### src/rtl/lsu_ctrl_if.sv
// Execute -> LSU -> data memory -> writeback signal bundle.
// slave is the LSU side; master is the surrounding pipeline and memory.
interface lsu_ctrl_if;
  logic        req_valid;
  logic        req_ready;
  logic        req_we;
  logic [2:0]  req_funct3;
  logic [31:0] req_addr;
  logic [31:0] req_wdata;
  logic [4:0]  req_rd;

  logic [1:0]  mem_width;
  logic [31:0] mem_addr;
  logic        mem_we;
  logic        mem_re;
  logic        mem_signext;
  logic [31:0] mem_wdata;
  logic [31:0] mem_rdata;

  logic        resp_valid;
  logic        resp_ready;
  logic [31:0] resp_data;
  logic [4:0]  resp_rd;
  logic        resp_err;
  logic [1:0]  resp_cause;

  modport slave (
    input  req_valid, req_we, req_funct3, req_addr, req_wdata, req_rd,
    output req_ready,
    output mem_width, mem_addr, mem_we, mem_re, mem_signext, mem_wdata,
    input  mem_rdata,
    output resp_valid, resp_data, resp_rd, resp_err, resp_cause,
    input  resp_ready
  );

  modport master (
    output req_valid, req_we, req_funct3, req_addr, req_wdata, req_rd,
    input  req_ready,
    input  mem_width, mem_addr, mem_we, mem_re, mem_signext, mem_wdata,
    output mem_rdata,
    input  resp_valid, resp_data, resp_rd, resp_err, resp_cause,
    output resp_ready
  );
endinterface

### src/rtl/lsu_ctrl.sv
// Single-outstanding load/store control: decode + legality checks, one-cycle
// memory strobe, then a held response until writeback takes it.
module lsu_ctrl #(
  parameter int unsigned MEM_BYTES = 4020
) (
  input  logic      CLK,
  input  logic      RST_N,
  lsu_ctrl_if.slave bus
);

  typedef enum logic [1:0] {
    IDLE  = 2'd0,
    ISSUE = 2'd1,
    WAIT  = 2'd2,
    RESP  = 2'd3
  } state_e;

  typedef struct packed {
    logic [31:0] addr;
    logic [1:0]  width;
    logic        signext;
    logic [31:0] wdata;
  } mem_req_t;

  typedef struct packed {
    logic [31:0] data;
    logic [4:0]  rd;
    logic        err;
    logic [1:0]  cause;
  } resp_t;

  localparam logic [32:0] LAST_BYTE = 33'(MEM_BYTES - 1);

  localparam logic [1:0] W_WORD = 2'b00;
  localparam logic [1:0] W_HALF = 2'b01;
  localparam logic [1:0] W_BYTE = 2'b10;

  localparam logic [1:0] C_NONE  = 2'b00;
  localparam logic [1:0] C_MISAL = 2'b01;
  localparam logic [1:0] C_RANGE = 2'b10;
  localparam logic [1:0] C_ILL   = 2'b11;

  state_e   state_q, state_d;
  mem_req_t mreq_q, mreq_d;
  resp_t    resp_q, resp_d;
  logic     we_q, we_d;

  logic [1:0]  dec_width;
  logic        dec_sext;
  logic        dec_illegal;
  logic [2:0]  dec_size;
  logic [32:0] last_addr;
  logic        misal;
  logic        oor;
  logic [1:0]  cause;
  logic        accept;

  // funct3 decode; the unsigned load encodings are illegal for stores
  always_comb begin
    dec_width   = W_WORD;
    dec_sext    = 1'b0;
    dec_illegal = 1'b0;
    case (bus.req_funct3)
      3'b000: begin dec_width = W_BYTE; dec_sext = ~bus.req_we; end
      3'b001: begin dec_width = W_HALF; dec_sext = ~bus.req_we; end
      3'b010: dec_width = W_WORD;
      3'b100: begin dec_width = W_BYTE; dec_illegal = bus.req_we; end
      3'b101: begin dec_width = W_HALF; dec_illegal = bus.req_we; end
      default: dec_illegal = 1'b1;
    endcase
  end

  always_comb begin
    case (dec_width)
      W_BYTE:  dec_size = 3'd1;
      W_HALF:  dec_size = 3'd2;
      default: dec_size = 3'd4;
    endcase
  end

  // 33-bit last-byte address so accesses near 0xFFFFFFFF cannot wrap
  assign last_addr = {1'b0, bus.req_addr} + {30'd0, dec_size} - 33'd1;
  assign oor       = last_addr > LAST_BYTE;
  assign misal     = ((dec_width == W_HALF) && bus.req_addr[0]) ||
                     ((dec_width == W_WORD) && (bus.req_addr[1:0] != 2'b00));

  always_comb begin
    if (dec_illegal)  cause = C_ILL;
    else if (misal)   cause = C_MISAL;
    else if (oor)     cause = C_RANGE;
    else              cause = C_NONE;
  end

  assign accept = (state_q == IDLE) && bus.req_valid;

  // state register
  always_ff @(posedge CLK or negedge RST_N) begin
    if (!RST_N) state_q <= IDLE;
    else        state_q <= state_d;
  end

  // next state
  always_comb begin
    state_d = state_q;
    case (state_q)
      IDLE:    if (bus.req_valid) state_d = (cause != C_NONE) ? RESP : ISSUE;
      ISSUE:   state_d = we_q ? RESP : WAIT;
      WAIT:    state_d = RESP;
      RESP:    if (bus.resp_ready) state_d = IDLE;
      default: state_d = IDLE;
    endcase
  end

  // outputs decoded from state
  always_comb begin
    bus.req_ready  = 1'b0;
    bus.mem_we     = 1'b0;
    bus.mem_re     = 1'b0;
    bus.resp_valid = 1'b0;
    case (state_q)
      IDLE:    bus.req_ready  = 1'b1;
      ISSUE:   begin bus.mem_we = we_q; bus.mem_re = ~we_q; end
      RESP:    bus.resp_valid = 1'b1;
      default: ;
    endcase
  end

  // request latch and response capture
  always_comb begin
    mreq_d = mreq_q;
    resp_d = resp_q;
    we_d   = we_q;
    if (accept) begin
      we_d         = bus.req_we;
      resp_d.data  = '0;
      resp_d.rd    = bus.req_we ? 5'd0 : bus.req_rd;
      resp_d.err   = (cause != C_NONE);
      resp_d.cause = cause;
      // rejected requests leave the memory-side outputs untouched
      if (cause == C_NONE) begin
        mreq_d.addr    = bus.req_addr;
        mreq_d.width   = dec_width;
        mreq_d.signext = dec_sext;
        mreq_d.wdata   = bus.req_wdata;
      end
    end
    if (state_q == WAIT) resp_d.data = bus.mem_rdata;
  end

  always_ff @(posedge CLK or negedge RST_N) begin
    if (!RST_N) begin
      mreq_q <= '0;
      resp_q <= '0;
      we_q   <= 1'b0;
    end else begin
      mreq_q <= mreq_d;
      resp_q <= resp_d;
      we_q   <= we_d;
    end
  end

  assign bus.mem_addr    = mreq_q.addr;
  assign bus.mem_width   = mreq_q.width;
  assign bus.mem_signext = mreq_q.signext;
  assign bus.mem_wdata   = mreq_q.wdata;

  assign bus.resp_data   = resp_q.data;
  assign bus.resp_rd     = resp_q.rd;
  assign bus.resp_err    = resp_q.err;
  assign bus.resp_cause  = resp_q.cause;

endmodule

### src/flat_wrapper.sv
// flat-port wrapper written by rule: the top's interface ports become plain ports
module lsu_ctrl_flat 
#(
  parameter int unsigned MEM_BYTES = 4020
)
  (CLK, RST_N, bus_req_valid, bus_req_we, bus_req_funct3, bus_req_addr, bus_req_wdata, bus_req_rd, bus_req_ready, bus_mem_width, bus_mem_addr, bus_mem_we, bus_mem_re, bus_mem_signext, bus_mem_wdata, bus_mem_rdata, bus_resp_valid, bus_resp_data, bus_resp_rd, bus_resp_err, bus_resp_cause, bus_resp_ready);
  lsu_ctrl_if bus_i ();
  input  logic CLK;
  input  logic RST_N;
  input wire logic [$bits(bus_i.req_valid)-1:0] bus_req_valid;
  input wire logic [$bits(bus_i.req_we)-1:0] bus_req_we;
  input wire logic [$bits(bus_i.req_funct3)-1:0] bus_req_funct3;
  input wire logic [$bits(bus_i.req_addr)-1:0] bus_req_addr;
  input wire logic [$bits(bus_i.req_wdata)-1:0] bus_req_wdata;
  input wire logic [$bits(bus_i.req_rd)-1:0] bus_req_rd;
  output wire logic [$bits(bus_i.req_ready)-1:0] bus_req_ready;
  output wire logic [$bits(bus_i.mem_width)-1:0] bus_mem_width;
  output wire logic [$bits(bus_i.mem_addr)-1:0] bus_mem_addr;
  output wire logic [$bits(bus_i.mem_we)-1:0] bus_mem_we;
  output wire logic [$bits(bus_i.mem_re)-1:0] bus_mem_re;
  output wire logic [$bits(bus_i.mem_signext)-1:0] bus_mem_signext;
  output wire logic [$bits(bus_i.mem_wdata)-1:0] bus_mem_wdata;
  input wire logic [$bits(bus_i.mem_rdata)-1:0] bus_mem_rdata;
  output wire logic [$bits(bus_i.resp_valid)-1:0] bus_resp_valid;
  output wire logic [$bits(bus_i.resp_data)-1:0] bus_resp_data;
  output wire logic [$bits(bus_i.resp_rd)-1:0] bus_resp_rd;
  output wire logic [$bits(bus_i.resp_err)-1:0] bus_resp_err;
  output wire logic [$bits(bus_i.resp_cause)-1:0] bus_resp_cause;
  input wire logic [$bits(bus_i.resp_ready)-1:0] bus_resp_ready;
  assign bus_i.req_valid = bus_req_valid;
  assign bus_i.req_we = bus_req_we;
  assign bus_i.req_funct3 = bus_req_funct3;
  assign bus_i.req_addr = bus_req_addr;
  assign bus_i.req_wdata = bus_req_wdata;
  assign bus_i.req_rd = bus_req_rd;
  assign bus_req_ready = bus_i.req_ready;
  assign bus_mem_width = bus_i.mem_width;
  assign bus_mem_addr = bus_i.mem_addr;
  assign bus_mem_we = bus_i.mem_we;
  assign bus_mem_re = bus_i.mem_re;
  assign bus_mem_signext = bus_i.mem_signext;
  assign bus_mem_wdata = bus_i.mem_wdata;
  assign bus_i.mem_rdata = bus_mem_rdata;
  assign bus_resp_valid = bus_i.resp_valid;
  assign bus_resp_data = bus_i.resp_data;
  assign bus_resp_rd = bus_i.resp_rd;
  assign bus_resp_err = bus_i.resp_err;
  assign bus_resp_cause = bus_i.resp_cause;
  assign bus_i.resp_ready = bus_resp_ready;
  lsu_ctrl #(.MEM_BYTES(MEM_BYTES)) u_core (.CLK(CLK), .RST_N(RST_N), .bus(bus_i));
endmodule
### config.mk
export PLATFORM = sky130hd
export DESIGN_NAME = lsu_ctrl_flat
export DESIGN_NICKNAME = d
export VERILOG_FILES = /design/src/rtl/lsu_ctrl_if.sv /design/src/rtl/lsu_ctrl.sv /design/src/flat_wrapper.sv
export SDC_FILE = /design/constraint.sdc
export NUM_CORES = 1
export LEC_CHECK = 0
export BUFFER_PORTS_ARGS = -buffer_cell sky130_fd_sc_hd__buf_2
export CAP_MARGIN = 20
export CORE_ASPECT_RATIO = 0.9
export CORE_MARGIN = 2
export CORE_UTILIZATION = 35
export CTS_CLUSTER_DIAMETER = 150
export DETAILED_ROUTE_END_ITERATION = 6
export GPL_TIMING_DRIVEN = 0
export PLACE_DENSITY = 0.59
export SYNTH_ARGS = -nofsm -noshare
export SYNTH_HDL_FRONTEND = slang
export SYNTH_SLANG_ARGS = --single-unit
export TNS_END_PERCENT = 20
### constraint.sdc
create_clock -name CLK -period 7.2 [get_ports CLK]
set_clock_uncertainty 0.2 [all_clocks]
set_input_delay 0 -clock CLK [delete_from_list [all_inputs] [get_ports CLK]]
set_output_delay 0 -clock CLK [all_outputs]
set_load 0.02 [all_outputs]
Yosys cells after proc, flatten, opt, wreduce, memory -nomap -nowiden
Cells that the tools add are included.

word-level totals
  bits in registers = 110
  bits of input ports = 109
  output and inout bits = 111

cells by class
  add/sub/neg operators = 2
  magnitude comparators = 1
  equal/unequal tests = 11
  muxes and demuxes = 19
  bitwise operators = 2
  reduce and logical (&&, ||, !) cells = 18

operator list
  cell                     number
  $mux W40                 1
  $add A32 B3 Y33          1
  $gt A33 B12 Y1 const B   1
  $sub A33 B1 Y33 const B  1
  $mux W32                 1
  $mux W2                  6
  $pmux W2 S4              1
  $reduce_or A2 Y1         4
  $eq A2 B2 Y1 const B     3
  $eq A3 B3 Y1 const B     2
  $logic_not A2 Y1         3
  $mux W1                  6
  $pmux W3 S2              1
  $reduce_bool A2 Y1       3
  $mux W5                  1
  $eq A2 B1 Y1 const B     2
  $ne A2 B2 Y1 const B     2
  $pmux W2 S2              1
  $reduce_and A2 Y1        2
  $eq A3 B1 Y1 const B     1
  $eq A3 B2 Y1 const B     1
  $logic_and A1 B1 Y1      3
  $logic_not A3 Y1         1
  $reduce_or A3 Y1         1
  other kinds (3)          4

Longest topological paths before layout
Gate-level depths: netlist of run 1.

  depth in word-level cells = 15
  mapped depth = 18
  gate-level depth less buffers = 16

Worst setup path before layout of run 1
No wires, ideal clock.

  path kind = input port to flip-flop
  from = input bus_req_funct3[1]
  to = register u_core.mreq_q (netlist bit u_core.bus.mem_addr[0])
  library setup time = 0.127 ns
  arrival time = 3.884 ns
  required time = 6.873 ns
  slack = 2.988 ns
  stages = 16
  path through = or2_2 ha_1 ha_1 fa_1 nor2b_1 o2111ai_1 a21oi_1 o21ai_1 a2111oi_0 nand4b_1 a2111oi_0 nand4_1 nor3_4 buf_6 buf_6 mux2_1

between the ends
  cells in the longest elaborated chain, start to end = 13
  elaborated cells between the ends (all ways) = 26
  classes of those cells = add/sub: 2; order compare: 1; eq/ne: 6; mux: 6; reduce/logical: 11

RTL lines
  what                                          RTL line                        text
  start: declaration                            flat_wrapper.sv:12              input wire logic [$bits(bus_i.req_funct3)-1:0] bus_req_funct3;
  $eq A3 B1 Y1, or another cell as far along    lsu_ctrl.sv:63                  case (bus.req_funct3)
  $reduce_or A2 Y1 (no line)                    -
  $pmux W2 S2                                   lsu_ctrl.sv:63
  $eq A2 B1 Y1 or $eq A2 B2 Y1 (tied branches)  lsu_ctrl.sv:74, lsu_ctrl.sv:84
  $pmux W3 S2                                   lsu_ctrl.sv:74                  case (dec_width)
  $add A32 B3 Y33                               lsu_ctrl.sv:82                  assign last_addr = {1'b0, bus.req_addr} + {30'd0, dec_size} - 33'd1;
  $sub A33 B1 Y33                               lsu_ctrl.sv:82
  $gt A33 B12 Y1                                lsu_ctrl.sv:83                  assign oor = last_addr > LAST_BYTE;
  $mux W2                                       lsu_ctrl.sv:90                  else if (oor) cause = C_RANGE;
  $mux W2                                       lsu_ctrl.sv:89                  else if (misal) cause = C_MISAL;
  $mux W2 *                                     lsu_ctrl.sv:88                  if (dec_illegal) cause = C_ILL;
  $logic_not A2 Y1 *                            lsu_ctrl.sv:140                 if (cause == C_NONE) begin
  $reduce_and A2 Y1 (no line) *                 -
  end signal: assignment                        lsu_ctrl.sv:156                 mreq_q <= mreq_d;
  end: declaration                              lsu_ctrl.sv:44                  mem_req_t mreq_q, mreq_d;

Every way passes the cells marked *; elsewhere a longest branch is shown, timed or not.
A chain may end at the register's enable or synchronous reset.

Worst setup path after layout of run 1
  from = input bus_req_funct3[1]
  to = register u_core.state_q[1]

between the ends
  cells in the longest elaborated chain, start to end = 15
  elaborated cells between the ends (all ways) = 28
  classes of those cells = add/sub: 2; order compare: 1; eq/ne: 6; mux: 9; reduce/logical: 10

RTL lines
  what                                          RTL line                        text
  $eq A3 B1 Y1, or another cell as far along    lsu_ctrl.sv:63
  $reduce_or A2 Y1 (no line)                    -
  $pmux W2 S2                                   lsu_ctrl.sv:63
  $eq A2 B1 Y1 or $eq A2 B2 Y1 (tied branches)  lsu_ctrl.sv:74, lsu_ctrl.sv:84
  $pmux W3 S2                                   lsu_ctrl.sv:74
  $add A32 B3 Y33                               lsu_ctrl.sv:82
  $sub A33 B1 Y33                               lsu_ctrl.sv:82
  $gt A33 B12 Y1                                lsu_ctrl.sv:83
  $mux W2                                       lsu_ctrl.sv:90
  $mux W2                                       lsu_ctrl.sv:89
  $mux W2 *                                     lsu_ctrl.sv:88
  $reduce_bool A2 Y1 *                          lsu_ctrl.sv:106                 IDLE: if (bus.req_valid) state_d = (cause != C_NONE) ? RESP : ISSUE;
  $mux W2 * (2 in series)                       lsu_ctrl.sv:106
  $pmux W2 S4 *                                 lsu_ctrl.sv:105                 case (state_q)
  end signal: assignment                        lsu_ctrl.sv:99                  else state_q <= state_d;
  end: declaration                              lsu_ctrl.sv:43                  state_e state_q, state_d;

Every way passes the cells marked *; elsewhere a longest branch is shown, timed or not. The select of a mux whose other input is x is not followed.

==> reports/metrics.json, run 1 <==
{
  "clk_pin_slew_worst_paths": {"value": 0.08, "unit": "ns"},
  "reg2reg_depth": {"value": 9},
  "post_synth_xor_area_fraction": {"value": 0.0146},
  "ff_latch_area": {"value": 2750, "unit": "um2"},
  "clock_sink_count": {"value": 110},
  "irDropWorstVdd": {"value": 0.211, "unit": "mV"},
  "min_path_type": {"value": "in -> reg"},
  "gp_routability_congestion": {"value": 0.872},
  "power_density": {"value": 224, "unit": "nW/um2"},
  "die_height": {"value": 134, "unit": "um"},
  "worst-slew-pin-transition": {"value": 0.819, "unit": "ns"},
  "cp-start-kind": {"value": "input port"},
  "clock-root-buffer": {"value": "sky130_fd_sc_hd__clkbuf_16"},
  "cts_tree": {"value": "done"},
  "synthesized_area_divided_by_synthesized_cell_count": {"value": 9.38, "unit": "um2"},
  "endpoint_kind": {"value": "register"},
  "timing.hold.ws": {"value": 0.185, "unit": "ns"},
  "report.final.hold_viol_count": {"value": 0},
  "timing_endpoint_of_the_critical_path": {"value": "u_core.state_q[1]"},
  "async_flop_share": {"value": 1.00},
  "cp_max_fo": {"value": 10},
  "wire_per_inst": {"value": 15.7, "unit": "um"},
  "ys_seq_elements": {"value": 110},
  "grt_pass1_vias": {"value": 6348},
  "multi_input_logic_area": {"value": 3480, "unit": "um2"},
  "post_synth_fa_ha_maj_area_fraction": {"value": 0.0772},
  "dp_hpwl": {"value": 14700, "unit": "um"},
  "slew_violations": {"value": 0},
  "drtAntennaViolNets": {"value": 0},
  "crit_type": {"value": "in -> reg"},
  "yosys.area_share.simple": {"value": 0.149},
  "cts_buffers": {"value": 9},
  "htreeDepth": {"value": 3},
  "syn-num-nets": {"value": 851},
  "fin_crit_sh": {"value": 0.801},
  "fillcell_total": {"value": 1652},
  "remaining_drc_errors": {"value": 0},
  "ctsLongestPathBuffers": {"value": 2},
  "initial_cell_density_of_the_core": {"value": 0.358},
  "beginning_of_the_critical_path": {"value": "bus_req_funct3[1]"},
  "drive_above_1_share": {"value": 0.296},
  "worst_slew_margin_rel": {"value": 0.440},
  "syn_to_final_growth": {"value": 44.6, "unit": "%"},
  "num-nets-final": {"value": 1201},
  "io_buffer_count": {"value": 219},
  "finalSetupViolCount": {"value": 0},
  "dr.pass1.iters": {"value": 5},
  "synthesis.area": {"value": 6580, "unit": "um2"},
  "antenna_found_initial": {"value": 0},
  "worst_reg2reg_setup_slack": {"value": 3.95, "unit": "ns"},
  "status": {"value": "finished clean"},
  "ys_seq_area_frac": {"value": 0.418},
  "predominant_post_synthesis_flop_cell": {"value": "sky130_fd_sc_hd__dfrtp_1"},
  "placedInstanceArea": {"value": 8020, "unit": "um2"},
  "post_cts_resize_count": {"value": 0},
  "grtUsageTotal": {"value": 0.203},
  "design_power_total": {"value": 2130, "unit": "uW"},
  "postLayoutCellArea": {"value": 9520, "unit": "um2"},
  "insertedDiodeCount": {"value": 0},
  "synth.mux.area_fraction": {"value": 0.122},
  "horizontal_extent_of_the_die": {"value": 149, "unit": "um"},
  "num_rows": {"value": 47},
  "totalNegativeSetupSlack": {"value": 0, "unit": "ns"},
  "ios": {"value": 220},
  "drv.max_cap_violation_count": {"value": 0},
  "drt-vias-per-instance": {"value": 5.01},
  "detailedRoute.firstIterationViolations": {"value": 431},
  "grt_setup_unrepaired": {"value": "false"},
  "static-leakage-power": {"value": 0.00492, "unit": "uW"},
  "grt_max_degree": {"value": 74},
  "main_combinational_cell_family_by_area_after_synthesis": {"value": "compound AO/OA/AOI/OAI gates"},
  "number_of_synthesized_flops_with_an_enable_pin": {"value": 0},
  "grt_pass1_wl": {"value": 32500, "unit": "um"},
  "route.final.wire_length": {"value": 20400, "unit": "um"},
  "syn_inst": {"value": 702},
  "timing.final.crit_period": {"value": 5.77, "unit": "ns"},
  "reg_to_reg_critical_path_startpoint": {"value": "u_core.state_q[0]"},
  "synth.distinct_cells": {"value": 61},
  "vias": {"value": 6526},
  "worst-endpoint-arrival": {"value": 5.81, "unit": "ns"},
  "worst-endpoint-required": {"value": 7.24, "unit": "ns"},
  "clk_latency": {"value": 0.35, "unit": "ns"},
  "fmaxAchievable": {"value": 173, "unit": "MHz"},
  "synth-compound-area-share": {"value": 0.166},
  "crit-reg2reg-capture": {"value": "u_core.state_q[1]"},
  "placeableCoreArea": {"value": 18400, "unit": "um2"},
  "globalRoute.totalOverflow": {"value": 0},
  "die-area": {"value": 19900, "unit": "um2"},
  "synthesis.yosys.warnings": {"value": 0}
}
[metal layers]
layer / vias to the layer above / GRT usage / wire length, um
met4: 0 / 0.0418 / 235
li1: 3192 / - / -
met2: 241 / 0.334 / 9250
met1: 3074 / 0.277 / 9530
met3: 19 / 0.0425 / 1440
met5: - / 0 / 0
[area by class of cell]
cell class	instances	area share
clock buffer	9	0.0237
clock inverter	7	0.00789
buffer	33	0.0168
inverter	49	0.0193
timing repair buffer	339	0.245
sequential	110	0.289
multi-input combinational	510	0.366
tap	245	0.0322
[worst min-delay path by stage]
stage                       from                       end  slack [ns]  depth (start not counted)
6_report       bus_mem_rdata[15]  u_core.bus.resp_data[15]        0.19                          4
4_1_cts        bus_mem_rdata[27]  u_core.bus.resp_data[27]        0.17                          4
5_1_grt        bus_req_wdata[30]  u_core.bus.mem_wdata[30]        0.18                          3
2_1_floorplan              RST_N    u_core.bus.mem_addr[0]       -0.50                          0
3_5_place_dp               RST_N   u_core.bus.mem_addr[28]       -0.26                          1
3_3_place_gp   bus_mem_rdata[19]  u_core.bus.resp_data[19]       0.009                          3
[sequential cells by signal (all words and copies together), names as in the netlist]
signal and flops:
u_core.we_q 1, u_core.bus.mem_width 2, u_core.state_q 2, u_core.bus.mem_addr 32, u_core.bus.resp_rd 5, u_core.bus.resp_err 1, u_core.bus.mem_wdata 32, u_core.bus.mem_signext 1
u_core.bus.resp_cause 2, u_core.bus.resp_data 32
[layout by cell type (no fill, tap or decap), types with 7 or more instances in the layout]
cell type                       instances
sky130_fd_sc_hd__a211oi_1               7
sky130_fd_sc_hd__a21o_1                10
sky130_fd_sc_hd__a21oi_1               38
sky130_fd_sc_hd__buf_2                223
sky130_fd_sc_hd__clkbuf_1              22
sky130_fd_sc_hd__clkbuf_16              9
sky130_fd_sc_hd__dfrtp_1              110
sky130_fd_sc_hd__dlygate4sd3_1        118
sky130_fd_sc_hd__ha_1                  39
sky130_fd_sc_hd__inv_1                 49
sky130_fd_sc_hd__mux2_1                10
sky130_fd_sc_hd__mux2_2                57
sky130_fd_sc_hd__nand2_1              102
sky130_fd_sc_hd__nand2b_1              10
sky130_fd_sc_hd__nand3_1               10
sky130_fd_sc_hd__nand4_1               12
sky130_fd_sc_hd__nor2_1                34
sky130_fd_sc_hd__nor3_1                15
sky130_fd_sc_hd__o21ai_0               65
sky130_fd_sc_hd__xor2_1                 7
[cells by family (layout without fill, tap and decap cells)]
kind of cell | after synthesis | count (layout)
xor gates and xnor gates | 11 | 11
DFF | 110 | 110
and+or+nand+nor | 212 | 212
adders and majority gates | 40 | 40
muxes | 72 | 72
buffers and inverters | 82 | 437
AOI/OAI and AO/OA | 175 | 175
[per-stage QoR]
stage	utilization	std cells	worst slack (ns)
3_5_place_dp	0.436	1167	1.84
3_3_place_gp	0.434	1166	1.92
4_1_cts	0.517	1302	1.47
5_1_grt	0.517	1302	1.14
2_1_floorplan	-	702	2.99
6_report	0.517	1302	1.43
[power by group]
group	internal, uW	switching (uW)
clock network	248	259
logic	321	523
registers	725	59.1
total	1290	841
[cell usage after synthesis, drive strengths merged, types with 4 or more instances]
cell / number / area share
xnor2: 4 / 0.0053
a2111oi: 5 / 0.0067
xor2: 7 / 0.0093
mux2i: 5 / 0.0076
a21o: 10 / 0.011
nor2: 34 / 0.019
o21a: 6 / 0.0068
ha: 39 / 0.074
a21oi: 38 / 0.029
a31oi: 6 / 0.0057
inv: 49 / 0.028
clkbuf: 22 / 0.013
a211oi: 8 / 0.0099
nand3: 10 / 0.0076
nand2b: 10 / 0.0095
nor3: 16 / 0.014
nand2: 102 / 0.058
nor2b: 4 / 0.0038
mux2: 67 / 0.11
nand4: 12 / 0.011
dfrtp: 110 / 0.42
o21ai: 68 / 0.052
buf: 11 / 0.012
and2: 6 / 0.0057
[repair_timing]
item / in CTS / in global routing
hold buffers: 119 / 0
hold endpoints to repair: 220 / 0
setup buffers: 0 / 0
[worst max-delay path, cell delays in order]
cell                            delay (ns)
sky130_fd_sc_hd__dlygate4sd3_1        0.53
sky130_fd_sc_hd__buf_2                0.15
sky130_fd_sc_hd__or2_2                0.33
sky130_fd_sc_hd__ha_1                 0.28
sky130_fd_sc_hd__ha_1                 0.31
sky130_fd_sc_hd__fa_1                 0.46
sky130_fd_sc_hd__nor2b_1              0.22
sky130_fd_sc_hd__o2111ai_1            0.16
sky130_fd_sc_hd__a21oi_1              0.34
sky130_fd_sc_hd__o21ai_1              0.22
sky130_fd_sc_hd__a2111oi_0            0.41
sky130_fd_sc_hd__nand4b_1             0.13
sky130_fd_sc_hd__a2111oi_0            0.38
sky130_fd_sc_hd__nand4_1              0.37
sky130_fd_sc_hd__nor3_4               0.55
sky130_fd_sc_hd__buf_4                0.31
sky130_fd_sc_hd__a21oi_1              0.08
sky130_fd_sc_hd__dlygate4sd3_1        0.56
(Power assumes the default switching activity.)
==> run 2: changes to the inputs <==
--- a/config.mk
+++ b/config.mk
@@ -13,7 +13,7 @@
 export CTS_CLUSTER_DIAMETER = 150
 export DETAILED_ROUTE_END_ITERATION = 6
 export GPL_TIMING_DRIVEN = 0
-export PLACE_DENSITY = 0.59
+export PLACE_DENSITY = 0.61
 export SYNTH_ARGS = -nofsm -noshare
 export SYNTH_HDL_FRONTEND = slang
 export SYNTH_SLANG_ARGS = --single-unit
==> constraint.sdc (replaced) <==
create_clock -name CLK -period 5.1 [get_ports CLK]
set_clock_uncertainty 0.2 [all_clocks]
set_input_delay 0 -clock CLK [delete_from_list [all_inputs] [get_ports CLK]]
set_output_delay 0 -clock CLK [all_outputs]
set_load 0.02 [all_outputs]
==> reports/metrics.json, run 2 (synthesis results as in run 1) <==
{
  "grt_max_degree": {"value": 85, "change": "+15%"},
  "worst-endpoint-arrival": {"value": 4.82, "unit": "ns", "change": "-0.99 ns"},
  "dr.pass1.iters": {"value": 5, "change": "unchanged"},
  "io_buffer_count": {"value": 219, "change": "unchanged"},
  "final_common_cell": {"value": "sky130_fd_sc_hd__buf_2"},
  "horizontal_extent_of_the_die": {"value": 149, "unit": "um", "change": "unchanged"},
  "drive_above_1_share": {"value": 0.299, "change": "+0.00265"},
  "timing.final.crit_period": {"value": 4.77, "unit": "ns"},
  "clk_latency": {"value": 0.36, "unit": "ns", "change": "about the same"},
  "reg2reg_depth": {"value": 10, "change": "+1"},
  "timing.hold.ws": {"value": 0.0741, "unit": "ns", "change": "-0.111 ns"},
  "syn_to_final_growth": {"value": 45.4, "unit": "%"},
  "antenna_found_initial": {"value": 1, "change": "+1"},
  "layout_setup_ws": {"value": 0.330, "unit": "ns", "change": "-1.10 ns"},
  "min_path_type": {"value": "in -> reg"},
  "timing_endpoint_of_the_critical_path": {"value": "u_core.bus.mem_addr[6]"},
  "final_core_util": {"value": 0.520, "change": "+0.00272"},
  "wire_per_inst": {"value": 15.4, "unit": "um", "change": "-1.6%"},
  "postLayoutCellArea": {"value": 9570, "unit": "um2", "change": "+0.53%"},
  "crit-reg2reg-capture": {"value": "u_core.bus.mem_addr[6]"},
  "clk_pin_slew_worst_paths": {"value": 0.09, "unit": "ns", "change": "about the same"},
  "initial_cell_density_of_the_core": {"value": 0.358, "change": "unchanged"},
  "drv.max_cap_violation_count": {"value": 0, "change": "unchanged"},
  "drtAntennaViolNets": {"value": 0, "change": "unchanged"},
  "htreeDepth": {"value": 3, "change": "unchanged"},
  "fmaxAchievable": {"value": 210, "unit": "MHz"},
  "placeableCoreArea": {"value": 18400, "unit": "um2", "change": "unchanged"},
  "placedInstanceArea": {"value": 8020, "unit": "um2", "change": "unchanged"},
  "grtUsageTotal": {"value": 0.201, "change": "-0.00175"},
  "vias": {"value": 6473, "change": "-0.81%"},
  "grt_pass1_vias": {"value": 6303, "change": "-0.71%"},
  "die-area": {"value": 19900, "unit": "um2", "change": "unchanged"},
  "num-nets-final": {"value": 1205, "change": "+0.33%"},
  "worst_slew_margin_rel": {"value": 0.466, "change": "+0.0259"},
  "irDropWorstVdd": {"value": 0.251, "unit": "mV", "change": "+19%"},
  "clock-root-buffer": {"value": "sky130_fd_sc_hd__clkbuf_16"},
  "ctsLongestPathBuffers": {"value": 2, "change": "unchanged"},
  "reg_to_reg_critical_path_startpoint": {"value": "u_core.state_q[0]"},
  "detailedPlace.worstSlack": {"value": -0.267, "unit": "ns", "change": "-2.11 ns"},
  "cts_tree": {"value": "done"},
  "gp_routability_congestion": {"value": 0.891, "change": "+2.1%"},
  "ios": {"value": 220, "change": "unchanged"},
  "dp_hpwl": {"value": 14600, "unit": "um", "change": "-0.75%"},
  "beginning_of_the_critical_path": {"value": "bus_req_addr[0]"},
  "remaining_drc_errors": {"value": 0, "change": "unchanged"},
  "die_height": {"value": 134, "unit": "um", "change": "unchanged"},
  "report.final.hold_viol_count": {"value": 0, "change": "unchanged"},
  "most-common-layout-cells": {"value": "sky130_fd_sc_hd__buf_2 (223), sky130_fd_sc_hd__dlygate4sd3_1 (118), sky130_fd_sc_hd__dfrtp_1 (110)"},
  "cp_max_fo": {"value": 10, "change": "unchanged"},
  "cp-start-kind": {"value": "input port"},
  "worst_reg2reg_setup_slack": {"value": 2.10, "unit": "ns", "change": "-1.85 ns"},
  "fin_crit_sh": {"value": 0.935},
  "worst-slew-pin-transition": {"value": 0.781, "unit": "ns", "change": "-0.0379 ns"},
  "drt-vias-per-instance": {"value": 4.95, "change": "-1.2%"},
  "route.final.wire_length": {"value": 20200, "unit": "um", "change": "-1.3%"},
  "globalRoute.totalOverflow": {"value": 0, "change": "unchanged"},
  "grt_pass1_wl": {"value": 32200, "unit": "um", "change": "-0.96%"},
  "status": {"value": "finished clean"},
  "finalSetupViolCount": {"value": 0, "change": "unchanged"},
  "cts_buffers": {"value": 9, "change": "unchanged"},
  "detailedRoute.firstIterationViolations": {"value": 370, "change": "-14%"},
  "endpoint_kind": {"value": "register"},
  "slew_violations": {"value": 0, "change": "unchanged"},
  "worst-endpoint-required": {"value": 5.15, "unit": "ns", "change": "-2.09 ns"},
  "power_density": {"value": 317, "unit": "nW/um2", "change": "+42%"},
  "crit_type": {"value": "in -> reg"},
  "clock_sink_count": {"value": 110, "change": "unchanged"},
  "static-leakage-power": {"value": 0.00495, "unit": "uW", "change": "+0.59%"},
  "num_rows": {"value": 47, "change": "unchanged"}
}
-- run 2: cell types whose count changed in the layout (fill, tap and decap cells not counted), sizes merged --
cell and change:
buf +4, clkinvlp -1, diode +1, inv +1
-- run 2: per-layer routing --
layer	global-route usage	wire length, um	vias up
li1	-	-	3202
met1	0.281	9510	3011
met2	0.324	9020	242
met3	0.0374	1340	18
met4	0.0471	310	0
met5	0	0	-
-- run 2: worst min-delay path by stage --
stage | end | slack (ns) | startpoint | cells after the start
final | u_core.bus.resp_cause[1] | 0.07 | bus_req_funct3[1] | 5
after global routing | u_core.bus.resp_cause[1] | 0.11 | bus_req_funct3[1] | 5
after CTS | u_core.bus.resp_cause[1] | 0.03 | bus_req_funct3[1] | 5
after detailed placement | u_core.bus.mem_addr[29] | -0.30 | RST_N | 1
after global placement | u_core.bus.resp_data[10] | 0.008 | bus_mem_rdata[10] | 3
after floorplan | u_core.bus.mem_addr[0] | -0.50 | RST_N | 0
-- run 2: stage by stage --
stage | TNS [ns] | std cells | total power, uW
after floorplan | 0 | 702 | 1820
after global placement | -4.64 | 1166 | 2190
after detailed placement | -11.18 | 1167 | 2210
after CTS | 0 | 1302 | 3060
after global routing | -0.164 | 1307 | 3240
final | 0 | 1307 | 3040
-- run 2: cell type report --
class,instances,area (um2)
Antenna cell,1,2.50
Buffer,33,160
Clock buffer,9,225
Clock inverter,7,91.3
Fill cell,1654,8840
Inverter,49,184
Multi-Input combinational cell,510,3490
Sequential cell,110,2750
Tap cell,245,307
Timing Repair Buffer,343,2360
-- run 2: repair_timing --
item                       in CTS  in global routing
hold buffers                  119                  0
hold endpoints to repair      220                  0
buffers inserted                0                  4
setup endpoints to repair       0                 69
gates resized for setup         0                  1
-- run 2: critical path, cell delays in order --
cell and delay (ns):
sky130_fd_sc_hd__dlygate4sd3_1 0.51, sky130_fd_sc_hd__buf_2 0.13, sky130_fd_sc_hd__inv_1 0.06, sky130_fd_sc_hd__ha_1 0.20, sky130_fd_sc_hd__inv_1 0.05, sky130_fd_sc_hd__ha_1 0.18
sky130_fd_sc_hd__inv_1 0.07, sky130_fd_sc_hd__fa_1 0.41, sky130_fd_sc_hd__nor2b_1 0.22, sky130_fd_sc_hd__o2111ai_1 0.16, sky130_fd_sc_hd__a21oi_1 0.32, sky130_fd_sc_hd__o21ai_1 0.21
sky130_fd_sc_hd__a2111oi_0 0.42, sky130_fd_sc_hd__nand4b_1 0.14, sky130_fd_sc_hd__a2111oi_1 0.38, sky130_fd_sc_hd__nand4_1 0.14, sky130_fd_sc_hd__buf_4 0.19, sky130_fd_sc_hd__nor3_4 0.22
sky130_fd_sc_hd__buf_4 0.15, sky130_fd_sc_hd__buf_6 0.16, sky130_fd_sc_hd__buf_6 0.17, sky130_fd_sc_hd__mux2_1 0.33
-- run 2: report_power, final --
group          total [uW]  switching (uW)  internal (uW)
Sequential           1110            83.9           1020
Combinational        1180             735            444
Clock                 750             391            360
Total                3040            1210           1830
